==> src/rtl/multicycle_control_pkg.sv <==
// Shared encodings for the multicycle control unit: datapath selector
// codes, FSM states, opcodes and opcode classes.
package multicycle_control_pkg;

  localparam logic [1:0] ALU_ADD   = 2'b00;
  localparam logic [1:0] ALU_SUB   = 2'b01;
  localparam logic [1:0] ALU_FUNCT = 2'b10;

  localparam logic [1:0] SRCA_RS1  = 2'b00;
  localparam logic [1:0] SRCA_PC   = 2'b01;
  localparam logic [1:0] SRCA_OPC  = 2'b10;
  localparam logic [1:0] SRCA_ZERO = 2'b11;

  localparam logic [1:0] SRCB_RS2  = 2'b00;
  localparam logic [1:0] SRCB_IMM  = 2'b01;
  localparam logic [1:0] SRCB_FOUR = 2'b10;

  localparam logic [1:0] PCSRC_PC4  = 2'b00;
  localparam logic [1:0] PCSRC_TGT  = 2'b01;
  localparam logic [1:0] PCSRC_JALR = 2'b10;

  localparam logic [1:0] WB_ALU = 2'b00;
  localparam logic [1:0] WB_MEM = 2'b01;
  localparam logic [1:0] WB_PC4 = 2'b10;

  localparam logic [6:0] OPC_OP     = 7'b0110011;
  localparam logic [6:0] OPC_OPIMM  = 7'b0010011;
  localparam logic [6:0] OPC_LUI    = 7'b0110111;
  localparam logic [6:0] OPC_AUIPC  = 7'b0010111;
  localparam logic [6:0] OPC_LOAD   = 7'b0000011;
  localparam logic [6:0] OPC_STORE  = 7'b0100011;
  localparam logic [6:0] OPC_BRANCH = 7'b1100011;
  localparam logic [6:0] OPC_JAL    = 7'b1101111;
  localparam logic [6:0] OPC_JALR   = 7'b1100111;
  localparam logic [6:0] OPC_FENCE  = 7'b0001111;
  localparam logic [6:0] OPC_SYSTEM = 7'b1110011;

  typedef enum logic [2:0] {
    S_FETCH  = 3'd0,
    S_DECODE = 3'd1,
    S_EXEC   = 3'd2,
    S_MEM    = 3'd3,
    S_WB     = 3'd4,
    S_HALT   = 3'd5
  } state_e;

  typedef enum logic [3:0] {
    C_OP, C_OPIMM, C_LUI, C_AUIPC,
    C_LOAD, C_STORE, C_BRANCH, C_JAL,
    C_JALR, C_FENCE, C_SYSTEM, C_ILLEGAL
  } cls_e;

  typedef struct packed {
    logic [1:0] alu_op;
    logic [1:0] src_a;
    logic [1:0] src_b;
    logic [1:0] pc_src;
    logic [1:0] wb_sel;
    logic       ir_wr;
    logic       pc_wr;
    logic       mem_rd;
    logic       mem_wr;
    logic       reg_wr;
    logic       halted;
  } ctrl_t;

  function automatic logic is_mem(cls_e c);
    return (c == C_LOAD) || (c == C_STORE);
  endfunction

endpackage

==> src/rtl/opcode_classifier.sv <==
// Maps the 7-bit opcode onto an instruction class; anything not
// recognised is flagged illegal.
module opcode_classifier
  import multicycle_control_pkg::*;
(
  input  logic [6:0] opcode_i,
  output cls_e       class_o,
  output logic       illegal_o
);

  always_comb begin
    class_o = C_ILLEGAL;
    unique case (opcode_i)
      OPC_OP:     class_o = C_OP;
      OPC_OPIMM:  class_o = C_OPIMM;
      OPC_LUI:    class_o = C_LUI;
      OPC_AUIPC:  class_o = C_AUIPC;
      OPC_LOAD:   class_o = C_LOAD;
      OPC_STORE:  class_o = C_STORE;
      OPC_BRANCH: class_o = C_BRANCH;
      OPC_JAL:    class_o = C_JAL;
      OPC_JALR:   class_o = C_JALR;
      OPC_FENCE:  class_o = C_FENCE;
      OPC_SYSTEM: class_o = C_SYSTEM;
      default:    class_o = C_ILLEGAL;
    endcase
  end

  assign illegal_o = (class_o == C_ILLEGAL);

endmodule

==> src/rtl/multicycle_control.sv <==
// Multicycle RV32I control FSM with a retired-instruction counter.
// Opcode class is captured in DECODE and steers EXEC/MEM/WB.
module multicycle_control
  import multicycle_control_pkg::*;
(
  input  logic        clk,
  input  logic        rst,
  input  logic [6:0]  Opcode,
  input  logic        MemReady,
  input  logic        BranchTaken,
  output logic [1:0]  AluOp,
  output logic [1:0]  AluSrcA,
  output logic [1:0]  AluSrcB,
  output logic        IrWrite,
  output logic        PcWrite,
  output logic        MemRead,
  output logic        MemWrite,
  output logic        RegWrite,
  output logic [1:0]  PcSrc,
  output logic [1:0]  WbSel,
  output logic        Halted,
  output logic [2:0]  State,
  output logic [31:0] InstRetired
);

  state_e      state_q, state_d;
  cls_e        cls_q, dec_cls;
  logic        dec_illegal;
  logic        retire;
  logic [31:0] cnt_q, cnt_d;
  ctrl_t       ctrl;

  opcode_classifier u_cls (
    .opcode_i  (Opcode),
    .class_o   (dec_cls),
    .illegal_o (dec_illegal)
  );

  always_ff @(posedge clk) begin
    if (rst) begin
      state_q <= S_FETCH;
      cls_q   <= C_OP;
      cnt_q   <= '0;
    end else begin
      state_q <= state_d;
      cnt_q   <= cnt_d;
      if (state_q == S_DECODE) cls_q <= dec_cls;
    end
  end

  always_comb begin
    state_d = state_q;
    unique case (state_q)
      S_FETCH:
        if (MemReady) state_d = S_DECODE;
      S_DECODE:
        if (dec_illegal || dec_cls == C_SYSTEM) state_d = S_HALT;
        else if (dec_cls == C_FENCE)           state_d = S_FETCH;
        else                                   state_d = S_EXEC;
      S_EXEC:
        if (cls_q == C_BRANCH)   state_d = S_FETCH;
        else if (is_mem(cls_q))  state_d = S_MEM;
        else                     state_d = S_WB;
      S_MEM:
        if (MemReady)
          state_d = (cls_q == C_LOAD) ? S_WB : S_FETCH;
      S_WB:    state_d = S_FETCH;
      S_HALT:  state_d = S_HALT;
      default: state_d = S_FETCH;
    endcase
  end

  // Every path back into FETCH completes an instruction; HALT never returns.
  assign retire = (state_q != S_FETCH) && (state_d == S_FETCH);
  assign cnt_d  = retire ? cnt_q + 32'd1 : cnt_q;

  always_comb begin
    ctrl = '0;
    if (rst) begin
      ctrl.mem_rd = 1'b1;
      ctrl.src_a  = SRCA_PC;
      ctrl.src_b  = SRCB_FOUR;
    end else begin
      unique case (state_q)
        S_FETCH: begin
          ctrl.mem_rd = 1'b1;
          ctrl.src_a  = SRCA_PC;
          ctrl.src_b  = SRCB_FOUR;
          ctrl.ir_wr  = MemReady;
          ctrl.pc_wr  = MemReady;
        end
        S_EXEC: begin
          unique case (cls_q)
            C_OP: ctrl.alu_op = ALU_FUNCT;
            C_OPIMM: begin
              ctrl.src_b  = SRCB_IMM;
              ctrl.alu_op = ALU_FUNCT;
            end
            C_LUI: begin
              ctrl.src_a = SRCA_ZERO;
              ctrl.src_b = SRCB_IMM;
            end
            C_AUIPC: begin
              ctrl.src_a = SRCA_OPC;
              ctrl.src_b = SRCB_IMM;
            end
            C_LOAD, C_STORE: ctrl.src_b = SRCB_IMM;
            C_BRANCH: begin
              ctrl.alu_op = ALU_SUB;
              ctrl.pc_wr  = BranchTaken;
              ctrl.pc_src = BranchTaken ? PCSRC_TGT : PCSRC_PC4;
            end
            C_JAL: begin
              ctrl.src_a  = SRCA_OPC;
              ctrl.src_b  = SRCB_IMM;
              ctrl.pc_wr  = 1'b1;
              ctrl.pc_src = PCSRC_TGT;
            end
            C_JALR: begin
              ctrl.src_b  = SRCB_IMM;
              ctrl.pc_wr  = 1'b1;
              ctrl.pc_src = PCSRC_JALR;
            end
            default: ;
          endcase
        end
        S_MEM: begin
          ctrl.src_b  = SRCB_IMM;
          ctrl.mem_rd = (cls_q == C_LOAD);
          ctrl.mem_wr = (cls_q == C_STORE);
        end
        S_WB: begin
          ctrl.reg_wr = 1'b1;
          unique case (1'b1)
            cls_q == C_LOAD:                      ctrl.wb_sel = WB_MEM;
            cls_q == C_JAL || cls_q == C_JALR:    ctrl.wb_sel = WB_PC4;
            default:                              ctrl.wb_sel = WB_ALU;
          endcase
        end
        S_HALT:  ctrl.halted = 1'b1;
        default: ;
      endcase
    end
  end

  assign AluOp       = ctrl.alu_op;
  assign AluSrcA     = ctrl.src_a;
  assign AluSrcB     = ctrl.src_b;
  assign IrWrite     = ctrl.ir_wr;
  assign PcWrite     = ctrl.pc_wr;
  assign MemRead     = ctrl.mem_rd;
  assign MemWrite    = ctrl.mem_wr;
  assign RegWrite    = ctrl.reg_wr;
  assign PcSrc       = ctrl.pc_src;
  assign WbSel       = ctrl.wb_sel;
  assign Halted      = ctrl.halted;
  assign State       = state_q;
  assign InstRetired = cnt_q;

endmodule

==> config.mk <==
export PLATFORM = sky130hd
export DESIGN_NAME = multicycle_control
export DESIGN_NICKNAME = d
export VERILOG_FILES = /design/src/rtl/multicycle_control_pkg.sv /design/src/rtl/opcode_classifier.sv /design/src/rtl/multicycle_control.sv
export SDC_FILE = /design/constraint.sdc
export NUM_CORES = 1
export LEC_CHECK = 0
export CAP_MARGIN = 20
export CORE_MARGIN = 2
export CORE_UTILIZATION = 50
export DETAILED_ROUTE_END_ITERATION = 8
export PLACE_DENSITY_LB_ADDON = 0.3
export SLEW_MARGIN = 20
export SYNTH_ARGS = -nofsm -noshare
export SYNTH_HDL_FRONTEND = slang
export SYNTH_SLANG_ARGS = --single-unit
==> constraint.sdc <==
create_clock -name clk -period 3.75 [get_ports clk]
set_input_delay 0.375 -clock clk [delete_from_list [all_inputs] [get_ports clk]]
set_output_delay 0.375 -clock clk [all_outputs]
set_load 0.02 [all_outputs]
==> flow_summary.ini <==
[floorplan]
num_rows = 27
die_y_um = 78.4
io_pins = 62
dieArea_sq_um = 6150
die_w_um = 78.4
core_area_sq_um = 5440
initial_core_util = 0.509

[layout]
fill_cells = 474
final_nets = 414
stdcell_area_sq_um = 3440
final_cells = 475
antenna_cells = 0
multi_input_area_sq_um = 1800
drive_above_1_share = 0.107
final_util = 0.632
ff_latch_area_sq_um = 781
area_growth_pct = 24.3

[sta]
setup_viol = 0
max_slew_margin = 0.381
tightest_slew_ns = 0.920
worst_slack_ns = 1.15
rsz0062_at_grt = false
skew_ns = 0.00642
period_minus_slack_ns = 2.60
final_hold_viol_count = 0
finalSetupTns_ns = 0
finalCritPeriodShare = 0.692
drv_slew = 0
max_freq_ghz = 0.385
whs_ns = 0.521

[hold_path]
hold_class = flip-flop to flip-flop
worstHoldPathCells = 2
hold_path_end = InstRetired[1]$_SDFFE_PP0P_
hold_start = InstRetired[1]$_SDFFE_PP0P_

[setup_path]
cp-start-kind = flip-flop
reg2reg_depth = 6
rrSetupSlack_ns = 1.25
arrival_ns = 2.22
end_kind = primary output
worst-setup-path-type = flip-flop to primary output
required_ns = 3.38
cp_max_fo = 13
worstReg2RegStart = InstRetired[0]$_SDFFE_PP0P_
r2r-end = InstRetired[24]$_SDFFE_PP0P_

[grt]
gr-usage-all-layers = 0.217
overflow = 0
grt_max_degree = 50
antenna_found_initial = 0
first_global_vias = 2417
grt_pass1_wl_um = 10900

[routing]
viasPerCell = 5.73
route.antenna.remaining_nets = 0
drt-total-wl_um = 6540
wire_per_inst_um = 13.8
vias = 2722
drtPass1Iterations = 4
drc_errors = 0
drtIter0Drc = 163

[pwr]
pwr-share-seq = 0.472
clockPowerShare = 0.371
p_leak_nw = 1.19
p_total_uw = 947
switching_power_uw = 266
p_sw_frac = 0.281
intPower_uw = 681
irDropWorstVdd_mv = 0.168
comb_power_share = 0.158
p_per_area_nw_per_um2 = 275

[synthesis]
synth_compound_area_frac = 0.155
yosys_register_bits = 39
muxShareOfSynthArea = 0.137
synth_edf_count = 0
netlist_area_sq_um = 2770
synth.net_count = 369
synthDistinctLibCells = 51
synthTopCellsByArea = dfxtp_1 28%, nor2_1 7.5%, mux2_1 6.9%
netlist_instances = 357
synth-simple-area-share = 0.351
async_reset_ff_frac = 0
synth-seq-area-share = 0.282
synth-main-ff-cell = dfxtp_1
synth-warning-count = 0
avgSynthCellArea_sq_um = 7.75
synthXorXnorAreaFrac = 0.00316
synth-adder-area-share = 0.00452
synth_top_family_by_area = simple AND/OR/NAND/NOR gates
synth.top_cell.area_share = 0.282
yosys.area.top_type = dfxtp_1

[clocking]
hold_buffers = 0
cts.sinks = 39
post-cts-setup-buffer-count = 0
cts_root_buf = clkbuf_8
ctsHtreeMaxLevel = 2
clkLatencyLatePin_ns = 0.29
clockBufferDepth = 2
cts_resized = 0
cts_tree = yes
path_clk_slew_ns = 0.08
cts_inserted_buffers = 5

[flow_run]
drv_cap = 0

[placed_design]
portBuffers = 61
pre_cts_ws_ns = 1.09
placed_cells = 467
placed_cell_area_sq_um = 3330
place.gp.congestion = 0.825
dpl.hpwl_um = 4660

[status]
status = complete, no violations
## how the worst max path moves through the flow
stage / slack [ns] / start / end / depth (start not counted)
2_1_floorplan: 1.57 / State[2]$_SDFF_PP0_ / WbSel[0] / 4
3_3_place_gp: 1.19 / MemReady / InstRetired[18]$_SDFFE_PP0P_ / 6
3_5_place_dp: 1.09 / MemReady / InstRetired[24]$_SDFFE_PP0P_ / 6
4_1_cts: 1.15 / State[2]$_SDFF_PP0_ / WbSel[0] / 4
5_1_grt: 0.96 / State[2]$_SDFF_PP0_ / WbSel[0] / 4
6_report: 1.15 / State[2]$_SDFF_PP0_ / WbSel[0] / 4
## sequential cells by signal, summed over array words and instances (netlist names)
signal / cells
InstRetired: 32
cls_q: 4
State: 3
## cell type report
type	instances	share of cell area
multi-input combinational	284	0.524
tap	72	0.0262
clock buffer	5	0.0200
sequential	39	0.227
clock inverter	3	0.0127
timing repair buffer	63	0.180
inverter	9	0.00982
## kinds of logic (layout without fill, tap and decap cells)
family | after synthesis | count (layout)
AND/OR/NAND/NOR | 188 | 188
AO/OA/AOI/OAI | 64 | 64
flip-flops | 39 | 39
buffers and inverters | 34 | 80
multiplexers | 30 | 30
adder cells (fa/ha/maj) | 1 | 1
XOR/XNOR | 1 | 1
## metal layers
metal,vias up,track usage,share of wire
met5,-,0,0
met4,0,0.0526,0.0060
met3,6,0.0448,0.050
met2,82,0.369,0.49
met1,1273,0.283,0.46
li1,1361,-,-
## cell usage in the layout, fill, tap and decap left out, drive strengths merged, types with 2 or more instances in the layout
| master | instances |
|---|---|
| a31oi | 3 |
| a21oi | 32 |
| a211oi | 10 |
| and4 | 2 |
| nand3 | 19 |
| clkbuf | 5 |
| nand2b | 4 |
| nor4 | 6 |
| mux2 | 30 |
| o21a | 2 |
| o21ai | 9 |
| nor2 | 56 |
| clkinv | 2 |
| or3 | 2 |
| clkdlybuf4s50 | 60 |
| or2 | 2 |
| and3 | 3 |
| nor3 | 16 |
| nand4 | 15 |
| dfxtp | 39 |
| buf | 3 |
| nor2b | 29 |
| nand2 | 26 |
| inv | 9 |
## worst max-delay path: stages, from the launching register on
cell,delay [ns]
dfxtp_1,0.60
nand2b_1,0.12
or3_1,0.37
nor4_1,0.19
clkdlybuf4s50_1,0.65
## synthesized netlist by cell type, types with 2 or more instances
cell	number
nor2_1	55
dfxtp_1	39
a21oi_1	30
nor2b_1	29
nand2_1	25
nand3_1	19
mux2_1	17
clkbuf_1	16
nor3_1	16
nand4_1	14
mux2_4	11
inv_1	9
o21ai_0	9
a211oi_2	8
buf_6	6
nor4_1	6
a31oi_1	3
and3_1	3
nand2b_1	3
a211oi_1	2
a21oi_2	2
and4_1	2
mux2_2	2
o21a_1	2
or2_2	2
or3_1	2
## power by group through the flow
| stage | clock (mW) | sequential, mW | combinational (mW) |
|---|---|---|---|
| after detailed placement | 0 | 0.456 | 0.148 |
| after global routing | 0.383 | 0.449 | 0.165 |
| final | 0.351 | 0.447 | 0.149 |
| after CTS | 0.365 | 0.446 | 0.148 |
| after floorplan | 0 | 0.443 | 0.118 |
| after global placement | 0 | 0.455 | 0.144 |
No activity file was read; power rests on OpenSTA's default activity.
